File: config.mk
export PLATFORM = sky130hd
export DESIGN_NAME = gpio_ctrl_top
export DESIGN_NICKNAME = d
export VERILOG_FILES = /design/src/rtl/gpio_ctrl_top.sv
export SDC_FILE = /design/constraint.sdc
export NUM_CORES = 1
export LEC_CHECK = 0
export ABC_AREA = 0
export CAP_MARGIN = 20
export CORE_ASPECT_RATIO = 0.6
export CORE_MARGIN = 2
export CORE_UTILIZATION = 41
export CTS_CLUSTER_SIZE = 30
export DETAILED_ROUTE_END_ITERATION = 8
export MAX_ROUTING_LAYER = met4
export PLACE_DENSITY = 0.75
export SYNTH_ARGS = -nofsm -noshare
export SYNTH_HDL_FRONTEND = slang
export SYNTH_SLANG_ARGS = --single-unit
File: constraint.sdc
create_clock -name sys_clk -period 4.4 [get_ports sys_clk]
set_input_delay 0.88 -clock sys_clk [delete_from_list [all_inputs] [get_ports sys_clk]]
set_output_delay 0.88 -clock sys_clk [all_outputs]
set_load 0.01 [all_outputs]
File: src/rtl/gpio_ctrl_top.sv
`default_nettype none
// ============================================================================
// Module      : gpio_ctrl_top
// Description : 32-bit APB GPIO controller with OUT/TGL/IN/ID registers and
//               synchronised inputs. Define GPIO_IRQ_EN to build the
//               rising-edge status (EDGE), interrupt mask (IRQ_EN) and gpio_irq.
// Revision    : 1.0 - initial release
// ============================================================================
module gpio_ctrl_top #(
    parameter int          SYNC_STAGES = 2,
    parameter logic [31:0] ID_VALUE    = 32'h4750494F
) (
    input  logic        sys_clk,
    input  logic        rst,
    input  logic [15:0] paddr,
    input  logic        pwrite,
    input  logic        psel,
    input  logic        penable,
    input  logic [3:0]  pstrb,
    input  logic [31:0] pwdata,
    output logic [31:0] prdata,
    output logic        pready,
    output logic        pslverr,
    input  logic [31:0] gpio_in,
    output logic [31:0] gpio_out,
    output logic        gpio_irq
);

    localparam logic [13:0] c_word_out    = 14'd0;
    localparam logic [13:0] c_word_tgl    = 14'd1;
    localparam logic [13:0] c_word_in     = 14'd2;
    localparam logic [13:0] c_word_id     = 14'd3;
    localparam logic [13:0] c_word_edge   = 14'd4;
    localparam logic [13:0] c_word_irq_en = 14'd5;

    logic [13:0] w_word;
    logic [31:0] w_mask;
    logic        w_is_out;
    logic        w_is_tgl;
    logic        w_is_in;
    logic        w_is_id;
    logic        w_is_edge;
    logic        w_is_irq_en;
    logic        w_mapped;
    logic        w_err_cond;
    logic        w_wr_en;
    logic        w_rd_en;
    logic [31:0] w_rd_mux;
    logic        w_unused_paddr;

    logic [31:0]                  r_out_q;
    logic [31:0]                  w_out_d;
    logic [31:0]                  r_prdata_q;
    logic [31:0]                  w_prdata_d;
    logic [SYNC_STAGES-1:0][31:0] r_sync_q;
    logic [SYNC_STAGES-1:0][31:0] w_sync_d;
    logic [31:0]                  w_sync_in;

    // Byte lanes within the word are irrelevant: decode is word-granular.
    assign w_unused_paddr = ^paddr[1:0];

    always_comb begin
        w_word      = paddr[15:2];
        w_mask      = {{8{pstrb[3]}}, {8{pstrb[2]}}, {8{pstrb[1]}}, {8{pstrb[0]}}};
        w_is_out    = (w_word == c_word_out);
        w_is_tgl    = (w_word == c_word_tgl);
        w_is_in     = (w_word == c_word_in);
        w_is_id     = (w_word == c_word_id);
        w_is_edge   = (w_word == c_word_edge);
        w_is_irq_en = (w_word == c_word_irq_en);
`ifdef GPIO_IRQ_EN
        w_mapped    = w_is_out | w_is_tgl | w_is_in | w_is_id | w_is_edge | w_is_irq_en;
`else
        w_mapped    = w_is_out | w_is_tgl | w_is_in | w_is_id;
`endif
        w_err_cond  = !w_mapped | (pwrite & (w_is_in | w_is_id));
        w_wr_en     = psel & penable & pwrite & !w_err_cond;
        w_rd_en     = psel & !penable & !pwrite;
    end

    assign pready  = 1'b1;
    assign pslverr = psel & penable & w_err_cond;

    // Input synchroniser: stage 0 samples the pin, the last stage feeds registers.
    always_comb begin
        w_sync_d = r_sync_q;
        for (int i = SYNC_STAGES - 1; i > 0; i--) begin
            w_sync_d[i] = r_sync_q[i-1];
        end
        w_sync_d[0] = gpio_in;
    end

    assign w_sync_in = r_sync_q[SYNC_STAGES-1];

    // OUT and TGL share one flop; only one transfer can commit per cycle.
    always_comb begin
        w_out_d = r_out_q;
        if (w_wr_en && w_is_out) begin
            w_out_d = (r_out_q & ~w_mask) | (pwdata & w_mask);
        end else if (w_wr_en && w_is_tgl) begin
            w_out_d = r_out_q ^ (pwdata & w_mask);
        end
    end

`ifdef GPIO_IRQ_EN
    logic [31:0] r_in_dly_q;
    logic [31:0] w_in_dly_d;
    logic [31:0] r_edge_q;
    logic [31:0] w_edge_d;
    logic [31:0] r_irq_en_q;
    logic [31:0] w_irq_en_d;
    logic        r_irq_q;
    logic        w_irq_d;
    logic [31:0] w_rise;
    logic [31:0] w_edge_clr;

    // Set has priority over a same-cycle W1C clear.
    always_comb begin
        w_in_dly_d = w_sync_in;
        w_rise     = w_sync_in & ~r_in_dly_q;
        w_edge_clr = (w_wr_en && w_is_edge) ? (pwdata & w_mask) : 32'h0;
        w_edge_d   = (r_edge_q & ~w_edge_clr) | w_rise;
        w_irq_en_d = r_irq_en_q;
        if (w_wr_en && w_is_irq_en) begin
            w_irq_en_d = (r_irq_en_q & ~w_mask) | (pwdata & w_mask);
        end
        w_irq_d    = |(r_edge_q & r_irq_en_q);
    end

    always_ff @(posedge sys_clk or posedge rst) begin
        if (rst) begin
            r_in_dly_q <= 32'h0;
            r_edge_q   <= 32'h0;
            r_irq_en_q <= 32'h0;
            r_irq_q    <= 1'b0;
        end else begin
            r_in_dly_q <= w_in_dly_d;
            r_edge_q   <= w_edge_d;
            r_irq_en_q <= w_irq_en_d;
            r_irq_q    <= w_irq_d;
        end
    end

    assign gpio_irq = r_irq_q;
`else
    assign gpio_irq = 1'b0;
`endif

    // Unmapped words and the write-only TGL read back as zero.
    always_comb begin
        w_rd_mux = 32'h0;
        if (w_is_out) begin
            w_rd_mux = r_out_q;
        end else if (w_is_in) begin
            w_rd_mux = w_sync_in;
        end else if (w_is_id) begin
            w_rd_mux = ID_VALUE;
        end
`ifdef GPIO_IRQ_EN
        else if (w_is_edge) begin
            w_rd_mux = r_edge_q;
        end else if (w_is_irq_en) begin
            w_rd_mux = r_irq_en_q;
        end
`endif
        w_prdata_d = w_rd_en ? w_rd_mux : r_prdata_q;
    end

    always_ff @(posedge sys_clk or posedge rst) begin
        if (rst) begin
            r_out_q    <= 32'h0;
            r_prdata_q <= 32'h0;
            r_sync_q   <= '0;
        end else begin
            r_out_q    <= w_out_d;
            r_prdata_q <= w_prdata_d;
            r_sync_q   <= w_sync_d;
        end
    end

    assign gpio_out = r_out_q;
    assign prdata   = r_prdata_q;

endmodule
`default_nettype wire

==> impl_metrics.csv <==
group,metric,value,unit
outcome,outcome,"finished, final reports clean",
layout,seq_area,3200,sq um
layout,area_growth,45.8,%
floorplanning,io_pins,156,
timing,grt_setup_unrepaired,"no",
timing,setup_violations,0,
drt,drc,0,
layout,fill_cells,914,
drt,ant_nets,0,
clocking,htree_levels,4,
setup_path,cp.arrival,2870,ps
floorplanning,design.core.area,11400,sq um
timing,period_needed,3750,ps
setup_path,cp_top_family,"buffers and inverters",
yosys,synth_flop_cell,"dfrtp_1",
clocking,post_cts_resized,0,
drt,routed_wl,13200,um
clocking,cts_tree,"yes",
timing,drv_slew,0,
floorplanning,initial_core_util,42.5,%
setup_path,startpoint_type,"input pin",
job,drv_cap,0,
clocking,worstSkewPairLatency,400,ps
global_routing,grt_max_degree,74,
timing,tns,0,ps
setup_path,cp_num_buf_inv,2,
yosys,synth_top_area_share,66.1,%
placed_design,dp_hpwl,8600,um
global_routing,overflow,0,
pwr,leakage,2.97,nW
yosys,syn-num-nets,508,
yosys,ys_ff_latch,128,
setup_path,max_stage_delay,630,ps
yosys,ys_seq_area_share,66.1,%
global_routing,grt_pass1_wl,20400,um
yosys,yosys.cell_types.count,27,
setup_path,critPathRequiredTime,3520,ps
clocking,post_cts_buffers,0,
timing,worst_pin_slew,1060,ps
yosys,synth_warnings,0,
timing,hold_viol,0,
yosys,synth_area,4850,sq um
clocking,clock-root-buffer,"clkbuf_16",
clocking,cts-buffers-inserted,17,
drt,first_iter_violations,179,
setup_path,crit_chain,"clkdlybuf4s50_1, or4_1, a2111oi_0, nor2_1, clkdlybuf4s50_1",
drt,routed_via_density,5.31,
timing,period_share,85.2,%
yosys,yosys.cell_count.top_type,"dfrtp_1",
yosys,avgSynthCellArea,11.6,sq um
floorplanning,rows,30,
clocking,hold_buffers,0,
floorplanning,floorplan.die_area,12700,sq um
global_routing,gr-usage-all-layers,22.3,%
layout,diodes,0,
drt,vias,3902,
clocking,clk_pin_slew_worst_paths,50,ps
placed_design,port_buffers,151,
floorplanning,die_x,144,um
timing,fmax,267,MHz
yosys,synth.top_cells.by_count,"dfrtp_1, o21ai_0, nand2_1",
global_routing,antenna_found_initial,0,
pwr,powerDensity,396,nW/um^2
drt,wl_per_cell,17.9,um
layout,multiInputGateArea,1500,sq um
layout,fin_nets,651,
floorplanning,die_y,88.2,um
timing,relSlewSlack,29.4,%
clocking,clock-sinks,128,
setup_path,worst_setup_path_end_kind,"primary output",
yosys,yosys.area.top_type,"dfrtp_1",
setup_path,critPathMostFrequentCell,"clkdlybuf4s50_1",
yosys,synth.area.top_cells,"dfrtp_1, o21ai_0, a31oi_1, mux2i_1, a21oi_1",
global_routing,grt_pass1_vias,3860,
placed_design,gp_congestion,0.760,
timing,fin_worst_skew,5.82,ps
clocking,clockBufferDepth,2,
yosys,postSynth.asyncResetShare,100,%
yosys,synth-edff-count,0,
setup_path,crit_type,"input pin to primary output",
setup_path,crit_slowest_cell,"or4_1",
yosys,netlist_instances,419,
setup_path,cp_max_fo,4,
worst_hold_path,hold_class,"flop to flop",
layout,drive_gt1_share,8.87,%
layout,fin_util,61.9,%
drt,drtPass1Iterations,5,
pwr,peakVddDrop,0.283,mV
layout by cell type (no fill, tap or decap), types with 10 or more instances in the layout:
cell / n
o21ai_2: 10
o22ai_1: 14
a21oi_1: 32
nand3_1: 32
clkbuf_16: 17
a31oi_1: 32
clkdlybuf4s50_1: 149
dfrtp_1: 128
nor2b_1: 14
mux2i_1: 18
nand2_1: 33
o21ai_0: 54
routing by layer:
| layer | share of wire (%) | wire (um) | global-route usage, % |
|---|---|---|---|
| met5 | 0 | 0 | - |
| met1 | 43 | 5610 | 29.6 |
| met2 | 46 | 6070 | 33.0 |
| met4 | 1.2 | 160 | 7.86 |
| met3 | 10 | 1320 | 6.66 |
area by class of cell:
cell class,count,area share [%]
clock buffers,22,6.57
multi-input cells,257,21.2
well taps,160,2.83
inverters,1,0.0885
repair buffers,157,22.1
clock inverters,10,1.91
flip-flops and latches,128,45.3
power by group:
group	leakage (nW)	switching [mW]	internal (mW)
Sequential	1.64	0.00749	1.21
Combinational	1.05	0.0857	0.0852
Clock	0.282	0.495	0.918
path summary, 6_finish.rpt:
kind,startpoint,to,slack [ps],cells past startpoint
worst max-delay path,paddr[5],pslverr,650,5
worst max register to register,flop,flop,3440,3
min in group asynchronous,rst,w_sync_in[21],940,2
max in group asynchronous,rst,asynchronous set/reset pin,2620,3
worst min-delay path,r_sync_q[12],w_sync_in[12],340,0
worst min register to register,r_sync_q[12],w_sync_in[12],340,0
cells by family (layout without fill, tap and decap cells):
logic type,Yosys count,in the layout,synth area share [%]
buffers and inverters,34,190,3.18
AOI/OAI and AO/OA,143,143,16.8
other,2,2,0.155
muxes,18,18,3.72
DFF,128,128,66.1
and+or+nand+nor,94,94,10.0
stage by stage:
stage	std cells	power [mW]	setup slack [ps]	hold slack [ps]	cell area [sq um]
global placement	703	1.40	690	332	6470
detailed placement	703	1.41	667	335	6470
CTS	735	2.82	662	345	7070
global route	735	2.89	615	348	7070
floorplan	419	1.30	107	331	4850
finish	735	2.80	651	345	7070
worst register-to-register path, delay by kind of cell (launching register included):
| kind | cells | cell delay (ps) |
|---|---|---|
| AND/OR/NAND/NOR | 1 | 120 |
| AO/OA/AOI/OAI | 2 | 330 |
| flip-flops | 1 | 420 |
No activity file was read; power rests on OpenSTA's default activity.
